**src/rtl/qic117_burst_cmd_engine.sv**
```systemverilog
`timescale 1ns/1ps
// QIC-117 STEP burst counter and command assembler; one cmd or err strobe per sequence.
// Latency: strobe BURST_TMO+1 clocks after the last sampled step (PARAM_WAIT+1 after entering wait on a missing parameter).
// Backpressure: none; strobes are fire-and-forget, code/param/err fields hold until the next strobe of their kind.
module qic117_burst_cmd_engine #(
    parameter int                CODE_W     = 6,
    parameter int                MAX_CODE   = 48,
    parameter int                PARAM_W    = 8,
    parameter int                MAX_PARAM  = 255,
    parameter int                TMO_W      = 24,
    parameter logic [TMO_W-1:0]  BURST_TMO  = TMO_W'(100),
    parameter logic [TMO_W-1:0]  PARAM_WAIT = TMO_W'(1000)
) (
    input  logic                clk,
    input  logic                reset,
    input  logic                enable,
    input  logic                step_pulse,
    output logic                cmd_valid,
    output logic [CODE_W-1:0]   cmd_code,
    output logic [PARAM_W-1:0]  cmd_param,
    output logic                cmd_has_param,
    output logic                err_valid,
    output logic [1:0]          err_code,
    output logic                busy,
    output logic [PARAM_W:0]    burst_count
);
    localparam int                CW          = PARAM_W + 1;
    localparam logic [CW-1:0]     CMD_SAT     = CW'(MAX_CODE + 1);
    localparam logic [CW-1:0]     PARAM_SAT   = '1;
    localparam logic [CW-1:0]     MAX_CODE_C  = CW'(MAX_CODE);
    localparam logic [CW-1:0]     MAX_PARAM_C = CW'(MAX_PARAM);
    localparam logic [CW-1:0]     NIB_MAX     = CW'(15);
    localparam logic [TMO_W-1:0]  BURST_LAST  = BURST_TMO - TMO_W'(1);
    localparam logic [TMO_W-1:0]  WAIT_LAST   = PARAM_WAIT - TMO_W'(1);

    typedef enum logic [2:0] {
        S_IDLE, S_CMD_BURST, S_PARAM_WAIT, S_PARAM_BURST, S_FINISH
    } state_t;

    state_t              state_q, state_n;
    logic [CW-1:0]       cnt_q, cnt_n;
    logic [TMO_W-1:0]    tmo_q, tmo_n;
    logic [CODE_W-1:0]   code_q, code_n;
    logic [PARAM_W-1:0]  param_q, param_n;
    logic                nibble_q, nibble_n;
    logic                nib_hi_q, nib_hi_n;
    logic                in_param_q, in_param_n;
    logic                missing_q, missing_n;

    logic                cmd_valid_n, cmd_has_param_n, err_valid_n;
    logic [CODE_W-1:0]   cmd_code_n;
    logic [PARAM_W-1:0]  cmd_param_n;
    logic [1:0]          err_code_n;

    logic [CW-1:0]       value;
    logic [CW-1:0]       sat;
    logic                two_param, one_param, range_bad;

    assign busy        = (state_q != S_IDLE);
    assign burst_count = cnt_q;

    always_comb begin
        state_n         = state_q;
        cnt_n           = cnt_q;
        tmo_n           = tmo_q;
        code_n          = code_q;
        param_n         = param_q;
        nibble_n        = nibble_q;
        nib_hi_n        = nib_hi_q;
        in_param_n      = in_param_q;
        missing_n       = missing_q;
        cmd_valid_n     = 1'b0;
        cmd_code_n      = cmd_code;
        cmd_param_n     = cmd_param;
        cmd_has_param_n = cmd_has_param;
        err_valid_n     = 1'b0;
        err_code_n      = err_code;

        value     = cnt_q - CW'(2);
        sat       = (state_q == S_CMD_BURST) ? CMD_SAT : PARAM_SAT;
        two_param = (cnt_q == CW'(14)) || (cnt_q == CW'(15));
        one_param = (cnt_q == CW'(18)) || (cnt_q == CW'(19)) ||
                    (cnt_q == CW'(33)) || (cnt_q == CW'(45));
        range_bad = (cnt_q < CW'(2)) ||
                    (nibble_q && (value > NIB_MAX)) ||
                    (!nibble_q && (value > MAX_PARAM_C));

        if (!enable) begin
            state_n    = S_IDLE;
            cnt_n      = '0;
            tmo_n      = '0;
            nibble_n   = 1'b0;
            nib_hi_n   = 1'b0;
            in_param_n = 1'b0;
            missing_n  = 1'b0;
        end else begin
            case (state_q)
                S_IDLE: begin
                    if (step_pulse) begin
                        state_n    = S_CMD_BURST;
                        cnt_n      = CW'(1);
                        tmo_n      = '0;
                        in_param_n = 1'b0;
                        missing_n  = 1'b0;
                    end
                end
                // A step coinciding with the last idle cycle still extends the burst.
                S_CMD_BURST, S_PARAM_BURST: begin
                    if (step_pulse) begin
                        if (cnt_q != sat) cnt_n = cnt_q + CW'(1);
                        tmo_n = '0;
                    end else if (tmo_q == BURST_LAST) begin
                        state_n = S_FINISH;
                    end else begin
                        tmo_n = tmo_q + TMO_W'(1);
                    end
                end
                S_PARAM_WAIT: begin
                    if (step_pulse) begin
                        state_n    = S_PARAM_BURST;
                        cnt_n      = CW'(1);
                        tmo_n      = '0;
                        in_param_n = 1'b1;
                    end else if (tmo_q == WAIT_LAST) begin
                        state_n   = S_FINISH;
                        missing_n = 1'b1;
                    end else begin
                        tmo_n = tmo_q + TMO_W'(1);
                    end
                end
                // One-cycle decision point so every strobe leaves a registered output.
                S_FINISH: begin
                    state_n = S_IDLE;
                    cnt_n   = '0;
                    tmo_n   = '0;
                    if (missing_q) begin
                        err_valid_n = 1'b1;
                        err_code_n  = 2'd2;
                    end else if (!in_param_q) begin
                        if (cnt_q > MAX_CODE_C) begin
                            err_valid_n = 1'b1;
                            err_code_n  = 2'd1;
                        end else if (two_param || one_param) begin
                            state_n  = S_PARAM_WAIT;
                            code_n   = cnt_q[CODE_W-1:0];
                            param_n  = '0;
                            nibble_n = two_param;
                            nib_hi_n = 1'b0;
                        end else begin
                            cmd_valid_n     = 1'b1;
                            cmd_code_n      = cnt_q[CODE_W-1:0];
                            cmd_param_n     = '0;
                            cmd_has_param_n = 1'b0;
                        end
                    end else if (range_bad) begin
                        err_valid_n = 1'b1;
                        err_code_n  = 2'd3;
                    end else if (nibble_q && !nib_hi_q) begin
                        state_n      = S_PARAM_WAIT;
                        param_n[3:0] = value[3:0];
                        nib_hi_n     = 1'b1;
                    end else begin
                        cmd_valid_n     = 1'b1;
                        cmd_code_n      = code_q;
                        cmd_param_n     = nibble_q ? PARAM_W'({value[3:0], param_q[3:0]})
                                                   : value[PARAM_W-1:0];
                        cmd_has_param_n = 1'b1;
                    end
                end
                default: state_n = S_IDLE;
            endcase
        end
    end

    always_ff @(posedge clk) begin
        if (reset) begin
            state_q       <= S_IDLE;
            cnt_q         <= '0;
            tmo_q         <= '0;
            code_q        <= '0;
            param_q       <= '0;
            nibble_q      <= 1'b0;
            nib_hi_q      <= 1'b0;
            in_param_q    <= 1'b0;
            missing_q     <= 1'b0;
            cmd_valid     <= 1'b0;
            cmd_code      <= '0;
            cmd_param     <= '0;
            cmd_has_param <= 1'b0;
            err_valid     <= 1'b0;
            err_code      <= '0;
        end else begin
            state_q       <= state_n;
            cnt_q         <= cnt_n;
            tmo_q         <= tmo_n;
            code_q        <= code_n;
            param_q       <= param_n;
            nibble_q      <= nibble_n;
            nib_hi_q      <= nib_hi_n;
            in_param_q    <= in_param_n;
            missing_q     <= missing_n;
            cmd_valid     <= cmd_valid_n;
            cmd_code      <= cmd_code_n;
            cmd_param     <= cmd_param_n;
            cmd_has_param <= cmd_has_param_n;
            err_valid     <= err_valid_n;
            err_code      <= err_code_n;
        end
    end
endmodule
```
**config.mk**
```make
export PLATFORM = sky130hd
export DESIGN_NAME = qic117_burst_cmd_engine
export DESIGN_NICKNAME = d
export VERILOG_FILES = /design/src/rtl/qic117_burst_cmd_engine.sv
export SDC_FILE = /design/constraint.sdc
export NUM_CORES = 1
export LEC_CHECK = 0
export CAP_MARGIN = 40
export CORE_UTILIZATION = 35
export CTS_CLUSTER_SIZE = 25
export DETAILED_ROUTE_END_ITERATION = 16
export PLACE_DENSITY = 0.58
export SETUP_SLACK_MARGIN = 0.1
export SYNTH_ARGS = -nofsm -noshare
export SYNTH_HDL_FRONTEND = slang
export SYNTH_SLANG_ARGS = --single-unit
```
**constraint.sdc**
```tcl
create_clock -name clk -period 5.44 [get_ports clk]
set_input_delay 1.088 -clock clk [delete_from_list [all_inputs] [get_ports clk]]
set_output_delay 1.088 -clock clk [all_outputs]
set_load 0.005 [all_outputs]
```
==> results of run 1 <==
==> stage by stage <==
step / power, mW / setup WS, ns
3_3_place_gp: 0.559 / 1.82
2_1_floorplan: 0.546 / 2.76
5_1_grt: 1.21 / 1.82
4_1_cts: 1.19 / 2.05
6_report: 1.18 / 2.02
3_5_place_dp: 0.559 / 1.72
==> layout by cell type (no fill, tap or decap), types with 6 or more instances in the layout <==
cell and instances:
xnor2_1 14, xor2_1 9, or3_1 10, a21oi_1 14, ha_1 7, nor2_1 63, mux2i_1 17, clkdlybuf4s50_1 32
nor3_1 14, o21ai_0 31, nand2_1 50, o211ai_1 6, clkbuf_16 9, a31oi_1 12, inv_1 15, dfxtp_1 69
o2111ai_1 6, nor4_1 17, and3_1 7, nand3_1 37, nand4_1 17, or4_1 11
==> path summary, 6_finish.rpt <==
kind                        to  slack [ns]  cells after the start            from
setup / recovery  cmd_param[5]        2.02                      6          enable
hold / removal        nib_hi_q        0.46                      1        nib_hi_q
setup reg to reg  cmd_param[1]        2.13                      8  burst_count[1]
hold reg to reg       nib_hi_q        0.46                      1        nib_hi_q
==> metal layers <==
metal | global-route usage (%) | part of all wire (%) | up-vias | routed length [um]
met3 | 4.59 | 5.1 | 15 | 567
met2 | 30.5 | 46 | 115 | 5040
met5 | 0 | 0 | - | 0
met4 | 7.89 | 1.6 | 0 | 178
li1 | - | - | 1977 | -
met1 | 25.4 | 48 | 1879 | 5240
==> power by group through the flow <==
stage	combinational [mW]	clock (mW)	sequential, mW
final	0.0390	0.627	0.510
after global routing	0.0427	0.661	0.510
after CTS	0.0385	0.644	0.510
after detailed placement	0.0385	0	0.521
after global placement	0.0381	0	0.521
after floorplan	0.0276	0	0.519
==> state kept, by name, indices dropped and copies added, names as in the netlist <==
name and flops:
param_q 4, cmd_has_param 1, code_q 6, missing_q 1, in_param_q 1, cmd_param 8
err_code 2, nib_hi_q 1, tmo_q 24, err_valid 1, nibble_q 1, cmd_valid 1
cmd_code 6, burst_count 9, state_q 3
==> layout make-up <==
type                            count  share of cell area (%)
Inverter                           16                    1.25
Tap cell                          143                    3.74
Clock buffer                       12                    5.57
Sequential cell                    69                    28.8
Clock inverter                      4                    1.12
Multi-Input combinational cell    408                    51.9
Timing Repair Buffer               38                    7.58
==> cells by family (layout without fill, tap and decap cells) <==
kind of cell	count (synthesis)	after routing
AOI/OAI and AO/OA	104	104
xor gates and xnor gates	23	23
adders and majority gates	7	7
buffers and inverters	58	70
DFF	69	69
muxes	17	17
and+or+nand+nor	257	257
==> run_results.csv, run 1 <==
group,metric,value,unit
final_layout,drive_gt1_share,5.48,%
power,swShare,22.4,%
global_routing,antenna_found_initial,0,
global_routing,grt_max_degree,33,
yosys,synthAdderAreaFrac,2.14,%
yosys,synth_top_area_cell,"dfxtp_1",
timing,drv_slew,0,
clock_network,hold_buffers,0,
routing,firstDrtPassIters,4,
power,power_frac_comb,3.3,%
clock_network,worstSkewPairLatency,0.35,ns
critical_path,crit_chain,"clkdlybuf4s50_1, nand2_1, a2111o_1, or2_0, or4_1, o311ai_1",
final_layout,syn2layout_area_growth,16.8,%
power,power_frac_seq,43.4,%
yosys,synthFlopType,"dfxtp_1",
routing,wl_per_cell,16.0,um
place,place_inst,674,
yosys,synth_top_family_by_area,"simple AND/OR/NAND/NOR gates",
yosys,synth.area.mux_share,4.15,%
place,dp_hpwl,7360,um
power,internal_power,0.913,mW
yosys,synth-edff-count,0,
critical_path,critPathTopFamily,"simple AND/OR/NAND/NOR gates",
final_layout,utilization,41.9,%
power,power.share.clock,53.3,%
global_routing,grt_pass1_vias,3810,
yosys,synth_compound_area_share,17.2,%
timing,fin_crit_sh,62.9,%
clock_network,cts_made_buffers,9,
timing,clock_skew,0.0119,ns
routing,vias_per_cell,5.78,
floorplan,fp-row-count,39,
final_layout,instances_no_fill,690,
clock_network,cts-root-buf,"clkbuf_16",
routing,antenna_left,0,
critical_path,crit_buf_inv,1,
yosys,syn_area,4100,sq um
yosys,postSynth.asyncResetShare,0,%
timing,finalHoldWorstSlack,0.460,ns
clock_network,cts_resized,0,
yosys,postSynthAreaPerCell,7.66,sq um
clock_network,cts_buffer_depth,2,
yosys,ys_seq_area_share,33.7,%
power,power.leakage,1.57,nW
yosys,yosysTopAreaCellShare,33.7,%
power,power_density,246,nW/um^2
yosys,ys_top_cells_by_count,"dfxtp_1 (69), nor2_1 (63), nand2_1 (50)",
timing,slew_headroom,34.7,%
critical_path,worstPathRequired,5.69,ns
timing,tightest_slew,0.979,ns
clock_network,cts.sinks,69,
place,dpl_cell_area,4470,sq um
power,vdd_drop_max,222,uV
routing,first_iter_violations,417,
yosys,synth-xor-area-share,4.91,%
final_layout,multi_input_area,2480,sq um
final_layout,register_area,1380,sq um
critical_path,slowest_delay,0.66,ns
global_routing,grt_util_all_layers,19.4,%
routing,wl,11000,um
yosys,postSynthCellCount,535,
timing,setup_violations,0,
global_routing,overflow,0,
yosys,yosysUniqueCellTypes,59,
place,port_buffers,32,
flow_run,drv_cap,0,
critical_path,crit_arrival,3.67,ns
clock_network,post-cts-setup-buffer-count,0,
yosys,synth.most_common_cell,"dfxtp_1",
routing,drc_errors,0,
final_layout,nFillCells,1164,
timing,setup_tns,0,ns
floorplan,core,11400,sq um
floorplan,die-width,110,um
yosys,synth_seq_cells,69,
critical_path,worst-path-max-fanout,19,
yosys,synthSimpleGateAreaFrac,32.2,%
status,status,"completed",
power,p_sw,0.264,mW
final_layout,fin_area,4790,sq um
critical_path,cp-start-kind,"input pin",
min_path,hp-class,"register to register",
final_layout,fin_nets,553,
floorplan,die-area,12200,sq um
critical_path,slowest_stage,"or4_1",
clock_network,cts_max_level,3,
timing,fin_crit,3.42,ns
timing,grt_setup_unrepaired,"no",
clock_network,clkTransAtPathRegs,0.06,ns
routing,num_vias,3986,
floorplan,start_util,35.9,%
yosys,synthTopCellsByArea,"dfxtp_1 (34%), nor2_1 (5.8%), nand2_1 (4.6%)",
yosys,yosysWarnings,0,
timing,hold_violations,0,
yosys,synth_fp_nets,546,
final_layout,diodes,0,
clock_network,cts_tree,"built",
floorplan,die_h,110,um
critical_path,crit_type,"input pin to register",
timing,fmax,292,MHz
global_routing,grt_pass1_wl,18300,um
floorplan,io_pins,33,
place,finalWeightedCongestion,0.783,
critical_path,endpoint_kind,"register",
(Power assumes the default switching activity.)
==> run 2, diff against run 1 <==
==> constraint.sdc (replaced) <==
create_clock -name clk -period 3.2 [get_ports clk]
set_input_delay 0.64 -clock clk [delete_from_list [all_inputs] [get_ports clk]]
set_output_delay 0.64 -clock clk [all_outputs]
set_load 0.005 [all_outputs]
==> run 2 against run 1 <==
Clock power grew 74%. Flip-flop and latch count is the same. Worst setup slack lost 1.7 ns. Largest power group unchanged. First-iteration DRC count shrank 30%. Highest routed layer unchanged. Sequential power grew 69%. Sequential share of layout area shrank 0.66 points. Critical endpoint unchanged. Clock-buffer cell count shrank 2. Wire length grew 0.55%. Largest cell class unchanged. Register-to-register slack lost 1.8 ns. Final area grew 2.4%. Core utilization grew 0.99 points. Combinational power grew 87%.
==> run_results.csv, run 2 (synthesis gave the netlist of run 1 again) <==
group,metric,value,unit
routing,wl,11100,um
final_layout,instances_no_fill,704,
global_routing,overflow,0,
routing,wl_met1,5280,um
global_routing,grt_pass1_vias,3817,
clock_network,cts_max_level,3,
routing,vias_per_cell,5.71,
timing,tightest_slew,0.704,ns
routing,antenna_left,0,
final_layout,register_area,1380,sq um
routing,wl_met2,5170,um
final_layout,multi_input_area,2480,sq um
critical_path,crit_arrival,3.08,ns
power,vdd_drop_max,298,uV
clock_network,cts-root-buf,"clkbuf_16",
routing,dr.max_layer_used,"met4",
flow_run,drv_cap,0,
critical_path,worst-path-max-fanout,12,
status,status,"completed",
final_layout,largest-register,"tmo_q",
global_routing,grt_util_all_layers,19.8,%
global_routing,grt_max_degree,32,
timing,clock_skew,0.00653,ns
timing,fin_crit,2.85,ns
final_layout,syn2layout_area_growth,19.5,%
clock_network,cts_tree,"built",
timing,fmax,351,MHz
clock_network,clkTransAtPathRegs,0.06,ns
power,power.leakage,1.64,nW
critical_path,slowest_delay,0.59,ns
critical_path,r2r-start,"state_q[2]",
global_routing,antenna_found_initial,0,
timing,setup_tns,0,ns
critical_path,worstReg2RegEnd,"cmd_param[5]",
final_layout,diodes,0,
timing,setup_violations,0,
critical_path,worstPathRequired,3.43,ns
critical_path,cp-start-kind,"register",
floorplan,core,11400,sq um
critical_path,crit_type,"register to register",
global_routing,grt_pass1_wl,18600,um
power,power_density,414,nW/um^2
clock_network,hold_buffers,0,
routing,num_vias,4023,
place,finalWeightedCongestion,0.846,
floorplan,die-width,110,um
routing,first_iter_violations,290,
floorplan,io_pins,33,
clock_network,cts.sinks,69,
critical_path,critPathLaunch,"state_q[2]",
timing,hold_violations,0,
clock_network,cts_resized,0,
routing,wl_met3,505,um
routing,wl_per_cell,15.8,um
timing,grt_setup_unrepaired,"no",
routing,drc_errors,0,
timing,slew_headroom,53.0,%
timing,fin_crit_sh,89.1,%
timing,drv_slew,0,
place,port_buffers,32,
clock_network,worstSkewPairLatency,0.34,ns
floorplan,start_util,35.9,%
final_layout,mostFrequentLayoutCells,"dfxtp_1 (69), nor2_1 (63), nand2_1 (50)",
final_layout,drive_gt1_share,7.84,%
critical_path,endpoint_kind,"register",
final_layout,layout_commonest_cell,"dfxtp_1",
floorplan,die_h,110,um
clock_network,post-cts-setup-buffer-count,0,
critical_path,reg2reg_slack,0.35,ns
place,dp_hpwl,7620,um
critical_path,endpoint,"cmd_param[5]",
final_layout,fin_nets,567,
routing,firstDrtPassIters,4,
clock_network,cts_made_buffers,9,
floorplan,fp-row-count,39,
critical_path,crit_chain,"nor3b_1, nand2_1, a2111o_1, or2_0, or4_1, o311ai_1",
critical_path,reg2regPathDepth,6,
final_layout,nFillCells,1160,
critical_path,slowest_stage,"or4_1",
floorplan,die-area,12200,sq um
place,place_inst,688,
min_path,hp-class,"register to register",
final_layout,largest_register_ffs,24,
clock_network,cts_buffer_depth,2,
[run 2: cell types whose count changed in the layout (fill, tap and decap cells not counted)]
cell        change
buf_4          +15
bufinv_16       +1
buf_2           -1
clkinvlp_4      -1
inv_6           -1
clkbuf_8        -2
clkinv_2        +2
clkinv_4        +1
[run 2: worst max-delay path: cells and delay by family, from the launching register on]
| kind | cells | cell delay [ns] |
|---|---|---|
| flops | 1 | 0.52 |
| compound gates | 2 | 0.53 |
| simple gates | 4 | 1.69 |
[run 2: worst min-delay path by stage]
stage | start | end | slack, ns | cells past startpoint
detailed placement | nib_hi_q | nib_hi_q | 0.45 | 1
floorplan | nib_hi_q | nib_hi_q | 0.43 | 1
CTS | nib_hi_q | nib_hi_q | 0.46 | 1
finish | nib_hi_q | nib_hi_q | 0.46 | 1
global placement | nib_hi_q | nib_hi_q | 0.44 | 1
global route | nib_hi_q | nib_hi_q | 0.50 | 1
[run 2: power breakdown]
part	switching, mW	total (mW)	internal [mW]
registers	0.00270	0.864	0.861
clock network	0.392	1.09	0.702
logic	0.0496	0.0730	0.0234
[run 2: routing by layer]
layer | GRT usage (%) | up-vias
met2 | 32.6 | 92
li1 | - | 2005
met5 | 0 | -
met1 | 25.5 | 1916
met4 | 6.77 | 0
met3 | 4.41 | 10
[run 2: layout make-up]
type / count / share of cell area, %
clock inverters: 6 / 1.76
multi-input cells: 408 / 50.7
well taps: 143 / 3.65
repair buffers: 52 / 9.60
clock buffers: 10 / 4.88
flip-flops and latches: 69 / 28.2
inverters: 16 / 1.23
[run 2: metrics by stage]
step	cell area (sq um)	hold WS [ns]	power (mW)	utilization (%)	worst slack (ns)
after floorplan	4100	0.432	0.928	-	0.515
after global placement	4580	0.442	0.954	40.1	0.405
after detailed placement	4580	0.451	0.955	40.1	0.349
after CTS	4900	0.464	2.06	42.9	0.418
after global routing	4900	0.500	2.10	42.9	0.289
final	4900	0.461	2.03	42.9	0.349
